## config.mk

```make
export PLATFORM = sky130hd
export DESIGN_NAME = instruction_fetch_unit
export DESIGN_NICKNAME = d
export VERILOG_FILES = /design/src/rtl/fetch_pkg.sv /design/src/rtl/instruction_fetch_unit.sv
export SDC_FILE = /design/constraint.sdc
export NUM_CORES = 1
export LEC_CHECK = 0
export CAP_MARGIN = 5
export CORE_UTILIZATION = 30
export CTS_CLUSTER_DIAMETER = 120
export DETAILED_ROUTE_END_ITERATION = 10
export PLACE_DENSITY = 0.71
export SYNTH_ARGS = -nofsm -noshare
export SYNTH_HDL_FRONTEND = slang
export SYNTH_SLANG_ARGS = --single-unit
```

## constraint.sdc

```tcl
create_clock -name clk -period 2.2 [get_ports clk]
set_input_delay 0.44 -clock clk [delete_from_list [all_inputs] [get_ports clk]]
set_output_delay 0.44 -clock clk [all_outputs]
set_load 0.05 [all_outputs]
```

## src/rtl/fetch_pkg.sv

```systemverilog
// Shared types and constants for the instruction fetch unit.
package fetch_pkg;

  localparam int XLEN = 32;
  localparam logic [XLEN-1:0] PC_STEP = 32'd4;

  typedef enum logic [2:0] {
    IDLE,
    REQ,
    WAIT,
    HOLD,
    DRAIN
  } fetch_state_t;

endpackage

```

## src/rtl/instruction_fetch_unit.sv

```systemverilog
// Instruction fetch: one memory read per PC value, holds the result for decode,
// forwards execute redirects to the PC and discards fetches made stale by them.
//
// state | meaning
// IDLE  | just out of reset, nothing issued yet
// REQ   | read request presented at pcValue
// WAIT  | request accepted, waiting for the response
// HOLD  | instruction held for decode
// DRAIN | stale request in flight, response will be dropped
module instruction_fetch_unit
  import fetch_pkg::*;
(
  input  logic            clk,
  input  logic            reset,
  input  logic [XLEN-1:0] pcValue,
  output logic [XLEN-1:0] pcDataIn,
  output logic            pcWriteEnable,
  output logic            pcWriteAdd,
  output logic            pcCountEnable,
  output logic            memReqValid,
  input  logic            memReqReady,
  output logic [XLEN-1:0] memReqAddr,
  input  logic            memRspValid,
  input  logic [XLEN-1:0] memRspData,
  output logic            instValid,
  input  logic            instReady,
  output logic [XLEN-1:0] instData,
  output logic [XLEN-1:0] instAddr,
  input  logic            redirectValid,
  input  logic            redirectRelative,
  input  logic [XLEN-1:0] redirectTarget
);

  fetch_state_t    state;
  fetch_state_t    state_next;
  logic [XLEN-1:0] inst_data_q;
  logic [XLEN-1:0] inst_addr_q;
  logic            req_fire;
  logic            capture;
  logic            redirect;

  // Redirect strobes are gated by reset so every output reads 0 while held in reset.
  assign redirect = redirectValid & reset;
  assign req_fire = (state == REQ) & memReqReady;
  assign capture  = (state == WAIT) & memRspValid & ~redirectValid;

  always_ff @(posedge clk or negedge reset) begin
    if (!reset) begin
      state       <= IDLE;
      inst_data_q <= '0;
      inst_addr_q <= '0;
    end else begin
      state <= state_next;
      if (req_fire) inst_addr_q <= pcValue;
      if (capture)  inst_data_q <= memRspData;
    end
  end

  always_comb begin
    state_next = state;
    unique case (state)
      IDLE: state_next = REQ;
      REQ: begin
        if (memReqReady) state_next = redirectValid ? DRAIN : WAIT;
      end
      WAIT: begin
        if (redirectValid)    state_next = memRspValid ? REQ : DRAIN;
        else if (memRspValid) state_next = HOLD;
      end
      HOLD: begin
        if (redirectValid || instReady) state_next = REQ;
      end
      DRAIN: begin
        if (memRspValid) state_next = REQ;
      end
      default: state_next = IDLE;
    endcase
  end

  assign memReqValid   = (state == REQ);
  assign memReqAddr    = (state == REQ) ? pcValue : '0;
  assign pcCountEnable = req_fire & ~redirectValid;
  assign pcWriteEnable = redirect;
  assign pcWriteAdd    = redirect & redirectRelative;
  assign pcDataIn      = redirect ? redirectTarget : '0;
  assign instValid     = (state == HOLD);
  assign instData      = inst_data_q;
  assign instAddr      = inst_addr_q;

endmodule

```

# Yosys cells after proc, flatten, opt, wreduce, memory -nomap -nowiden
# Cells that the tools add are included.
# W data, S select, Z words.
totals:
  reg_bits: 67
  out_inout_bits: 133
  elab_cells: 31
classes:
  n_eq_ne: 8
  muxes: 10
  bitwise_logic: 7
  reduce_logical: 3
op_table:
  columns: ["cell", "n"]
  rows:
  - ["$mux W32", 2]
  - ["$mux W3", 7]
  - ["$pmux W3 S5", 1]
  - ["$and A1 B1 Y1", 6]
  - ["$eq A3 B2 Y1 const B", 2]
  - ["$ne A2 B1 Y1 const B", 2]
  - ["$reduce_and A4 Y1", 1]
  - ["$eq A3 B1 Y1 const B", 1]
  - ["$eq A3 B3 Y1 const B", 1]
  - ["$logic_not A3 Y1", 1]
  - ["$ne A3 B3 Y1 const B", 1]
  - ["$ne A2 B2 Y1 const B", 1]
  - ["$logic_or A1 B1 Y1", 1]
  - ["$not A1 Y1", 1]

# Depth between registers and ports, before layout
# Gate-level depths: netlist of run 1.
logic_depth:
  word_depth: 3
  ltp_mapped: 5
  ltp_nobuf: 3

# Least setup slack after synthesis of run 1
# No wires, ideal clock.
synth_timing:
  kind: "reg-to-output"
  from: "reg state[2]"
  to: "out pcCountEnable"
  t_arrival_ns: 1.845
  t_required_ns: 1.760
  setup_slack_ns: -0.085
  path_stages_with_launch: 6
  path_buffers: 2
  cell_sequence: "dfrtp_1 -> and2b_4 -> and3_4 -> buf_6 -> buf_12 -> nor2b_1"
synth_between:
  elab_chain_cells: 3
synth_lines:
  columns: ["element", "line_no", "source"]
  rows:
  - ["start, declared", "instruction_fetch_unit.sv:34", "fetch_state_t state;"]
  - ["start signal, assigned", "instruction_fetch_unit.sv:53", "state <= state_next;"]
  - ["$eq A3 B1 Y1", "instruction_fetch_unit.sv:44", "assign req_fire = (state == REQ) & memReqReady;"]
  - ["$and A1 B1 Y1", "instruction_fetch_unit.sv:44", null]
  - ["$and A1 B1 Y1", "instruction_fetch_unit.sv:82", "assign pcCountEnable = req_fire & ~redirectValid;"]
  - ["end, declared", "instruction_fetch_unit.sv:19", "output logic pcCountEnable,"]
# Every way passes these cells.

# Final worst setup path of run 1
# Ends and elaborated chain as after synthesis.

==> results of run 1 <==
==> metal layers <==
layer  share of wire, %  track usage [%]
met1                 37             20.3
met2                 53             34.4
met3                7.7             5.13
met4                2.5             8.73
met5                  0                0
==> report_power, final <==
part	internal (mW)	switching [mW]	leakage, nW
clock network	0.900	0.483	0.133
registers	1.80	0.325	0.833
logic	3.05	4.09	2.10
total	5.74	4.90	3.06
==> flip-flops by register name, summed over array words and instances (netlist names) <==
register,flops
state,3
instAddr,32
instData,32
==> cells in the final DEF, fill, tap and decap left out <==
master                            Yosys  layout
sky130_fd_sc_hd__buf_4                0       5
sky130_fd_sc_hd__nand2_2              1       1
sky130_fd_sc_hd__a21oi_1              1       1
sky130_fd_sc_hd__bufinv_16            0       4
sky130_fd_sc_hd__clkbuf_8             0      10
sky130_fd_sc_hd__nor3b_1              2       2
sky130_fd_sc_hd__clkinvlp_4           0       1
sky130_fd_sc_hd__nor2_1               1       1
sky130_fd_sc_hd__dfrtp_1             67      67
sky130_fd_sc_hd__mux2_4              29      29
sky130_fd_sc_hd__o21ai_0              2       2
sky130_fd_sc_hd__a31oi_1              1       1
sky130_fd_sc_hd__a41o_1               1       1
sky130_fd_sc_hd__and2b_2              0       1
sky130_fd_sc_hd__and2_1               3       3
sky130_fd_sc_hd__nor3_1               1       1
sky130_fd_sc_hd__mux2_2              35      35
sky130_fd_sc_hd__nor4_1               1       1
sky130_fd_sc_hd__inv_4                0       1
sky130_fd_sc_hd__clkinv_4             0       1
sky130_fd_sc_hd__a21boi_0             1       1
sky130_fd_sc_hd__buf_12               3      73
sky130_fd_sc_hd__a21o_1               1       1
sky130_fd_sc_hd__nor2b_2              0       1
sky130_fd_sc_hd__inv_1                1       1
sky130_fd_sc_hd__and3_1              65      65
sky130_fd_sc_hd__clkdlybuf4s50_1      0     165
sky130_fd_sc_hd__and3_4               1       1
sky130_fd_sc_hd__nor4b_2              1       1
sky130_fd_sc_hd__and2b_4              1       1
==> layout make-up <==
cell class              instances  area (um^2)
multi-input cells             150         1390
clock inverters                 6          136
inverters                       2         10.0
repair buffers                243         3150
well taps                     136          170
fillers                       815         3700
clock buffers                  10          138
flip-flops and latches         67         1680
==> through the flow <==
step | cells | power, mW | hold WS (ns) | cell area, um^2 | util [%]
floorplan | 238 | 6.38 | 0.144 | 3220 | -
global placement | 596 | 9.10 | 0.487 | 6370 | 61.4
detailed placement | 596 | 9.19 | 0.491 | 6370 | 61.4
CTS | 613 | 10.7 | 0.510 | 6650 | 64.1
global route | 614 | 11.0 | 0.522 | 6670 | 64.3
finish | 614 | 10.6 | 0.505 | 6670 | 64.3
==> worst paths after layout <==
check	startpoint	end	slack, ns	cells after the start
min	reset	instData[22]	0.51	2
max reg2reg	state[2]	instAddr[0]	0.48	4
max	state[2]	pcCountEnable	0.1	4
max in group asynchronous	reset	instAddr[16]	1.15	2
min in group clk	instData[7]	instData[7]	0.51	1
min reg2reg	instData[7]	instData[7]	0.51	1
==> kinds of logic after synthesis <==
family	after synthesis	share of synthesized area, %
AND/OR/NAND/NOR	78	15.7
flip-flops	67	52.1
multiplexers	64	25.8
buffers and inverters	22	5.02
AO/OA/AOI/OAI	7	1.44
==> timing repair <==
action                                  4_1_cts  5_1_grt
buffers inserted                              0        1
cloned                                        1        0
resized for setup                             0        3
endpoints found under the setup margin       12       34
==> critical path, delay by kind of cell, from the launching register on <==
| kind | cells | cell delay (ns) |
|---|---|---|
| and+or+nand+nor | 3 | 0.72 |
| buffers and inverters | 1 | 0.15 |
| DFF | 1 | 0.44 |
==> cells in the mapped netlist (2+ instances only) <==
cell,instances
sky130_fd_sc_hd__buf_6,4
sky130_fd_sc_hd__nor3b_1,2
sky130_fd_sc_hd__o21ai_0,2
sky130_fd_sc_hd__buf_12,3
sky130_fd_sc_hd__and3_1,65
sky130_fd_sc_hd__mux2_4,29
sky130_fd_sc_hd__dfrtp_1,67
sky130_fd_sc_hd__and2_1,3
sky130_fd_sc_hd__clkbuf_1,13
sky130_fd_sc_hd__mux2_2,35
==> qor.yml, run 1 <==
finish:
  antenna-diode-count: 0
  nets: 576
  layout-area-overhead-vs-synth_pct: 107
  drive_above_1_share_pct: 34.5
global_routing:
  initial_antenna_violation_count: 0
  grt_pass1_vias: 3158
  grt_util_all_layers_pct: 18.9
  gr-total-overflow: 0
  grt_start_max_net_pins: 68
  grt_first_pass_wirelength_um: 16300
detailed_routing:
  detail_route.first_pass.iterations: 4
  final_antenna_net_count: 0
  drt_first_iter_violations: 85
  routed_wirelength_um: 10200
  wl_per_cell_um: 16.6
  post_drt_via_cell_ratio: 4.70
  post-route-drc-count: 0
  num_vias: 2885
worst_setup_path:
  timing.critical_path.arrival_ns: 1.66
  critPathLaunchType: "register"
  crit_type: "register to output port"
  crit_required_ns: 1.76
  path_max_fanout: 5
  slowest_stage: "sky130_fd_sc_hd__dfrtp_1"
  worst_setup_path_end_kind: "output port"
  critical-path-max-stage-delay_ns: 0.44
  cell_chain_of_the_critical_path: "and2b_4, and3_4, nor2b_2, buf_12"
floorplanning:
  design.die.area_mm2: 0.0111
  effective_utilization_at_floorplan_pct: 31.0
  die_w_um: 106
  core_area_mm2: 0.0104
  num_rows: 37
  die_y_um: 106
  io_pins: 236
run:
  cap_violations: 0
synthesis:
  postSynthCellCount: 238
  post_syn_nets: 341
  post_synth_edffs: 0
  netlist.top_cell.by_area: "sky130_fd_sc_hd__dfrtp_1"
  yosysTopAreaCellShare_pct: 52.1
  async_flop_share_pct: 100
  yosys_most_used_dff: "sky130_fd_sc_hd__dfrtp_1"
  post_synth_num_cell_types: 25
  synthesis.area_per_instance_um2: 13.5
  synth.top_cells.by_area: "sky130_fd_sc_hd__dfrtp_1 (52%), sky130_fd_sc_hd__mux2_4 (14%), sky130_fd_sc_hd__and3_1 (13%)"
  synth_seq_cells: 67
  synth_seq_area_share_pct: 52.1
  synth_area_mm2: 0.00322
  synthesis.yosys.warnings: 0
sta:
  clock.fmax_ghz: 0.476
  grt_setup_unrepaired: "no"
  setup_viol_count_final: 0
  final_setup_skew_ns: 0.00488
  tcrit_tclk_final_pct: 95.6
  timing.setup.tns_ns: 0
  setup_ws_ns: 0.0975
  final_period_minus_worst_setup_slack_ns: 2.10
  hold_violations: 0
  final_max_slew_viol_count: 0
  worstMarginPinSlew_ns: 0.831
  timing.slew.headroom_pct: 44.6
status:
  run_status: "completed"
place:
  gpl.final_weighted_congestion: 0.783
  port_buffers: 235
  dp_hpwl_um: 7680
  preCtsSetupSlack_ns: 0.191
clocking:
  clock_sink_count: 67
  ctsLongestPathBuffers: 2
  cts_htree_levels: 3
  clk-insertion-delay-late_ns: 0.34
  cts.root.buffer_cell: "sky130_fd_sc_hd__clkbuf_8"
  cts_inserted_buffers: 9
  cts-hold-fix-buffers: 0
  clock_tree_from_tritoncts: "done"
  cts.reportedPaths.clkPinSlew_ns: 0.07
min_path:
  holdCritPathClass: "input pin to asynchronous set/reset pin"
power:
  irDropWorstVdd_uv: 804
  cellLeakagePower_nw: 3.06
  power.density_mw_per_mm2: 1590
Note: power is estimated with default switching activity, not from simulation.
==> inputs of run 2 (changes only) <==
--- a/config.mk
+++ b/config.mk
@@ -10,6 +10,7 @@
 export CTS_CLUSTER_DIAMETER = 120
 export DETAILED_ROUTE_END_ITERATION = 10
 export PLACE_DENSITY = 0.71
+export SLEW_MARGIN = 20
 export SYNTH_ARGS = -nofsm -noshare
 export SYNTH_HDL_FRONTEND = slang
 export SYNTH_SLANG_ARGS = --single-unit
==> results of run 2 <==
The final DEF is identical to that of run 1; final timing and power are the same.
==> inputs of run 3 (changes only) <==
--- a/config.mk
+++ b/config.mk
@@ -5,7 +5,7 @@
 export SDC_FILE = /design/constraint.sdc
 export NUM_CORES = 1
 export LEC_CHECK = 0
-export CAP_MARGIN = 5
+export CAP_MARGIN = 0
 export CORE_UTILIZATION = 30
 export CTS_CLUSTER_DIAMETER = 120
 export DETAILED_ROUTE_END_ITERATION = 10
==> results of run 3 <==
The final DEF is identical to that of run 1; final timing and power are the same.
